<file path="src/rtl/vending_machine_if.sv">
// Coin-acceptor / actuator signal bundle for the vending controller.
// The master side drives coin pulses; the slave side (the controller) drives the command pulses.
interface vending_machine_if;
  logic quarter;
  logic dollar;
  logic dispense;
  logic change;

  modport master (output quarter, output dollar, input dispense, input change);
  modport slave  (input quarter, input dollar, output dispense, output change);
endinterface

</file>
<file path="src/rtl/vending_machine.sv">
// Single-item vending controller: accumulates quarter/dollar credit and vends at PRICE_Q.
// Excess credit is returned with a single change pulse in the vend cycle.
//
// state      | meaning (credit value, PRICE_Q=3)
// IDLE  (0)  | no credit held
// C25   (1)  | 25 cents held
// C50   (2)  | 50 cents held
module vending_machine #(
  parameter int PRICE_Q  = 3,
  parameter int DOLLAR_Q = 4
) (
  input logic              clk,
  input logic              rstn,
  vending_machine_if.slave bus
);

  // Wide enough for the largest possible sum: (PRICE_Q-1) + 1 + DOLLAR_Q.
  localparam int CW = $clog2(PRICE_Q + DOLLAR_Q + 1);

  localparam logic [CW-1:0] IDLE     = '0;
  localparam logic [CW-1:0] PRICE_V  = CW'(PRICE_Q);
  localparam logic [CW-1:0] DOLLAR_V = CW'(DOLLAR_Q);

  logic [CW-1:0] credit;
  logic [CW-1:0] sum;

  always_comb begin
    sum = credit + CW'(bus.quarter) + (bus.dollar ? DOLLAR_V : '0);
  end

  always_ff @(posedge clk or negedge rstn) begin
    if (!rstn) begin
      credit       <= IDLE;
      bus.dispense <= 1'b0;
      bus.change   <= 1'b0;
    end else if (sum >= PRICE_V) begin
      credit       <= IDLE;
      bus.dispense <= 1'b1;
      bus.change   <= (sum > PRICE_V);
    end else begin
      credit       <= sum;
      bus.dispense <= 1'b0;
      bus.change   <= 1'b0;
    end
  end

endmodule

</file>
<file path="src/flat_wrapper.sv">
// flat-port wrapper written by rule: the top's interface ports become plain ports
module vending_machine_flat 
#(
  parameter int PRICE_Q  = 3,
  parameter int DOLLAR_Q = 4
)
  (clk, rstn, bus_quarter, bus_dollar, bus_dispense, bus_change);
  vending_machine_if bus_i ();
  input logic clk;
  input logic rstn;
  input wire logic [$bits(bus_i.quarter)-1:0] bus_quarter;
  input wire logic [$bits(bus_i.dollar)-1:0] bus_dollar;
  output wire logic [$bits(bus_i.dispense)-1:0] bus_dispense;
  output wire logic [$bits(bus_i.change)-1:0] bus_change;
  assign bus_i.quarter = bus_quarter;
  assign bus_i.dollar = bus_dollar;
  assign bus_dispense = bus_i.dispense;
  assign bus_change = bus_i.change;
  vending_machine #(.PRICE_Q(PRICE_Q), .DOLLAR_Q(DOLLAR_Q)) u_core (.clk(clk), .rstn(rstn), .bus(bus_i));
endmodule
</file>
<file path="config.mk">
export PLATFORM = sky130hd
export DESIGN_NAME = vending_machine_flat
export DESIGN_NICKNAME = d
export VERILOG_FILES = /design/src/rtl/vending_machine_if.sv /design/src/rtl/vending_machine.sv /design/src/flat_wrapper.sv
export SDC_FILE = /design/constraint.sdc
export NUM_CORES = 1
export LEC_CHECK = 0
export ABC_AREA = 1
export BUFFER_PORTS_ARGS = -buffer_cell sky130_fd_sc_hd__buf_2
export CAP_MARGIN = 0
export CORE_AREA = 2 2 39 41
export DETAILED_ROUTE_END_ITERATION = 16
export DIE_AREA = 0 0 41 43
export PLACE_DENSITY = 0.41
export SYNTH_ARGS = -nofsm -noshare
export SYNTH_HDL_FRONTEND = slang
export SYNTH_SLANG_ARGS = --single-unit
</file>
<file path="constraint.sdc">
create_clock -name clk -period 1.15 [get_ports clk]
set_clock_uncertainty 0.05 [all_clocks]
set_input_delay 0 -clock clk [delete_from_list [all_inputs] [get_ports clk]]
set_output_delay 0 -clock clk [all_outputs]
set_load 0.01 [all_outputs]
</file>
; ---- After elaboration in Yosys (flattened, before gate mapping)
; Index checks and enable logic that the tools add are counted.
[classes]
addsub = 2
order_cmp = 2
muxes = 4
[ops]
columns = op, count
row1 = 3-bit 2-to-1 mux, 2
row2 = 3-bit by 1-bit adder with 3-bit output, 1
row3 = 3-bit adder, 1
row4 = "3-bit by 2-bit >= comparator with 1-bit output, second input constant", 1
row5 = "3-bit by 2-bit > comparator with 1-bit output, second input constant", 1
row6 = 1-bit 2-to-1 mux, 2
[word_totals]
register_bits = 5
inputBits = 4
word_cells = 11

; ---- Longest topological paths before layout
[logic_depth]
word_depth = 4
mapped_depth = 6
depth_no_buf = 6

; ---- Worst setup path before layout
; No wires, ideal clock.
[synth_path]
path_type = register to register
start = register u_core.credit[0]
end = register u_core.credit[0]
t_arrival_ps = 1016
required_time_ps = 1028
slack_ps = 13
path_stages_with_launch = 6
n_path_buf = 0
path_cell_list = dfrtp_1 > ha_1 > ha_1 > nand2_1 > nand3_2 > nor2_1
[synth_between]
elab_chain_len = 4
[synth_rtl]
columns = element, line
row1 = from (decl), vending_machine.sv:24  ; logic [CW-1:0] credit;
row2 = from (signal assigned), vending_machine.sv:41  ; credit <= sum;
row3 = 3-bit by 1-bit adder with 3-bit output *, vending_machine.sv:28  ; sum = credit + CW'(bus.quarter) + (bus.dollar ? DOLLAR_V : '0);
row4 = 3-bit adder *, vending_machine.sv:28
row5 = 3-bit by 2-bit >= comparator with 1-bit output, vending_machine.sv:36  ; end else if (sum >= PRICE_V) begin
row6 = 3-bit 2-to-1 mux *, vending_machine.sv:36
; Every way passes the cells marked *; elsewhere a longest branch is shown, timed or not.

; ---- Final worst setup path
; Same ends and word-level chain as after synthesis.

==> out/results.txt <==
First-pass GRT wire length -> 676 um
Peak fanout along the critical path -> 3
Total routing usage reported by global routing -> 0.0695
Number of buffers inserted by port buffering -> 5
Lkg Pwr -> 0.000169 uW
Chain of cells forming the critical path -> ha_4 -> ha_4 -> nand2_2 -> nand3_2 -> nor2_1
CTS tree -> done
Worst reg2reg path depth -> 5
Detail Route met3 WL -> 60 um
Inserted Diodes -> 0
Number of buffers added by the clock tree synthesis step -> 3
Half-perimeter wire length after detailed placement -> 256 um
Placer's final routability congestion estimate -> 0.691
Vias in the first global route -> 171
Number of nets with antenna violations after routing -> 0
Detailed Routing Iterations Pass 1 -> 1
Initial cell density of the core -> 0.159
Clock root buffer -> sky130_fd_sc_hd__clkbuf_4
Number of nets in the final layout -> 40
Y dimension of the die -> 43 um
Share of the yosys chip area belonging to registers -> 0.568
Distinct cell type count after synthesis -> 9
Critical path arrival -> 1230 ps
# DRC -> 0
Sink count of the clock tree -> 5
Number of pins exceeding their max-slew limit in the final report -> 0
Type of the worst setup path -> reg -> reg
Met2 WL post-DR -> 148 um
Start point of the critical path -> u_core.credit[0]
Critical Path Slowest Stage Cell -> sky130_fd_sc_hd__dfrtp_1
Initial antenna violation count -> 0
Worst vdd ir -> 0.742 mV
Unrepaired setup endpoints after global routing -> yes
Origin of the worst min-delay path -> bus_dollar
Instance count after placement with tap cells included -> 44
Routed via count divided by cell count -> 3.24
Flop and latch count out of synthesis -> 5
Final Instance Count excl. Fillers -> 49
Site Rows -> 14
Buffers inserted by post-CTS timing repair -> 0
First DRT Iteration DRCs -> 0
Remaining global-route overflow -> 0
Number of H-tree levels -> 1
Topmost layer with routed signal wires -> met3
Fmax -> 0.872 GHz
Worst flop-to-flop path startpoint -> u_core.credit[0]
Post-layout min period -> 1150 ps
Setup violations, final -> 0
Total power of the final layout -> 598 uW
Syn Inst Count -> 23
Type of the worst min-delay path -> in -> reg
Count of cell instances traversed by the critical path -> 5
Die Footprint -> 1760 um2
Number of buffer and inverter stages on the critical path -> 0
Cells on Worst Hold Path -> 4
Core region area -> 1380 um2
Number of hold violations in the final report -> 0
Max Root-Sink Buffers -> 2
Chip width -> 41 um
Run status -> finished clean
Mapped cell area -> 220 um2
Net count of the mapped netlist -> 29
Max capacitance violation total -> 0
Largest net degree at the start of global routing -> 6
Area added between synthesis and finish -> 51.7%
Top Family by Delay on Critical Path -> adder cells
Setup TNS -> 0 ps
Crit path required time -> 1230 ps
Period utilization -> 0.998
Proportion of layout cells with a drive suffix above 1 -> 0.424
Layout Utilization -> 0.241
Clock transition at the registers of the reported paths -> 50 ps
Overall routed net length -> 390 um
Startpoint type of the worst setup path -> flop
CP endpoint kind -> flop
Power per cell area -> 1790 nW/um2
Avg Synthesized Cell Area -> 9.57 um2
Boundary pin count -> 6
DR vias -> 159
Worst path max stage delay -> 390 ps
Cell repeated most along the worst path -> sky130_fd_sc_hd__ha_4
DR WL/cell -> 7.96 um
Met1 WL -> 181 um
Yosys synthesis warning count -> 0
Clock latency on the worst-skew pair -> 250 ps
-- registers in the layout, indices dropped and copies added, names as in the netlist --
name                 flops
u_core.credit            3
u_core.bus.change        1
u_core.bus.dispense      1
-- report_power, final --
| group | switching [uW] | leakage [uW] | internal, uW |
|---|---|---|---|
| logic | 75.9 | 0.0000923 | 79.2 |
| clock network | 76.3 | 0.0000150 | 131 |
| registers | 22.1 | 0.0000617 | 213 |
| total | 174 | 0.000169 | 424 |
-- stage by stage --
stage | worst slack [ps] | cell area, um2 | hold WS (ps)
finish | 2.69 | 334 | 31.4
global route | -44.8 | 334 | 50.5
CTS | 5.57 | 319 | 44.5
detailed placement | -40.9 | 265 | -227
global placement | -29.5 | 265 | -233
floorplan | 12.8 | 220 | -346
-- placed cells by master, fill, tap and decap left out, drive strengths merged --
| master | count |
|---|---|
| nand2 | 6 |
| inv | 5 |
| buf | 5 |
| dfrtp | 5 |
| clkbuf | 4 |
| nand3 | 2 |
| nor2 | 2 |
| ha | 2 |
| dlygate4sd3 | 1 |
| conb | 1 |
-- worst paths after layout --
| check | end | slack (ps) |
|---|---|---|
| worst max-delay path | u_core.credit[0] | 3 |
| worst max register to register | u_core.credit[0] | 3 |
| worst min-delay path | u_core.bus.change | 30 |
| max in group asynchronous | u_core.credit[0] | 860 |
| min in group asynchronous | u_core.bus.change | 50 |
| worst min register to register | u_core.bus.change | 540 |
-- worst reg2reg max path, delay by kind of cell (launching register included) --
family	cells	cell delay, ps
and+or+nand+nor	3	170
DFF	1	390
adders and majority gates	2	430
-- metal layers --
layer / vias up / GRT usage
met4: 0 / 0.0600
met3: 0 / 0.0785
met2: 8 / 0.0656
met5: - / 0
met1: 66 / 0.0779
li1: 85 / -
-- repair_timing --
item,CTS,global route
hold endpoints to repair,5,0
hold buffers,1,0
gates resized for setup,3,2
pin swaps,4,6
endpoints found under the setup margin,3,2
gates cloned,0,0
-- cell usage after synthesis --
| cell type | instances | area (um2) |
|---|---|---|
| sky130_fd_sc_hd__inv_1 | 5 | 18.8 |
| sky130_fd_sc_hd__nand2_1 | 5 | 18.8 |
| sky130_fd_sc_hd__dfrtp_1 | 5 | 125 |
| sky130_fd_sc_hd__conb_1 | 1 | 3.75 |
| sky130_fd_sc_hd__nand3_2 | 1 | 10.0 |
| sky130_fd_sc_hd__nor2_1 | 2 | 7.51 |
| sky130_fd_sc_hd__nand2_2 | 1 | 6.26 |
| sky130_fd_sc_hd__ha_1 | 2 | 25.0 |
| sky130_fd_sc_hd__nand3_1 | 1 | 5.00 |
-- cell type report --
| class | count | area [um2] |
|---|---|---|
| sequential | 5 | 125 |
| timing repair buffer | 6 | 35.0 |
| multi-input combinational | 13 | 109 |
| fill | 142 | 1050 |
| inverter | 5 | 18.8 |
| clock buffer | 4 | 26.3 |
| tap | 16 | 20.0 |
-- cell families after synthesis --
| logic type | after synthesis | share of synthesized area |
|---|---|---|
| flops | 5 | 0.568 |
| fa+ha+maj | 2 | 0.114 |
| other cells | 1 | 0.0170 |
| simple gates | 10 | 0.216 |
| buf+inv | 5 | 0.0852 |
No activity file was read; power rests on OpenSTA's default activity.
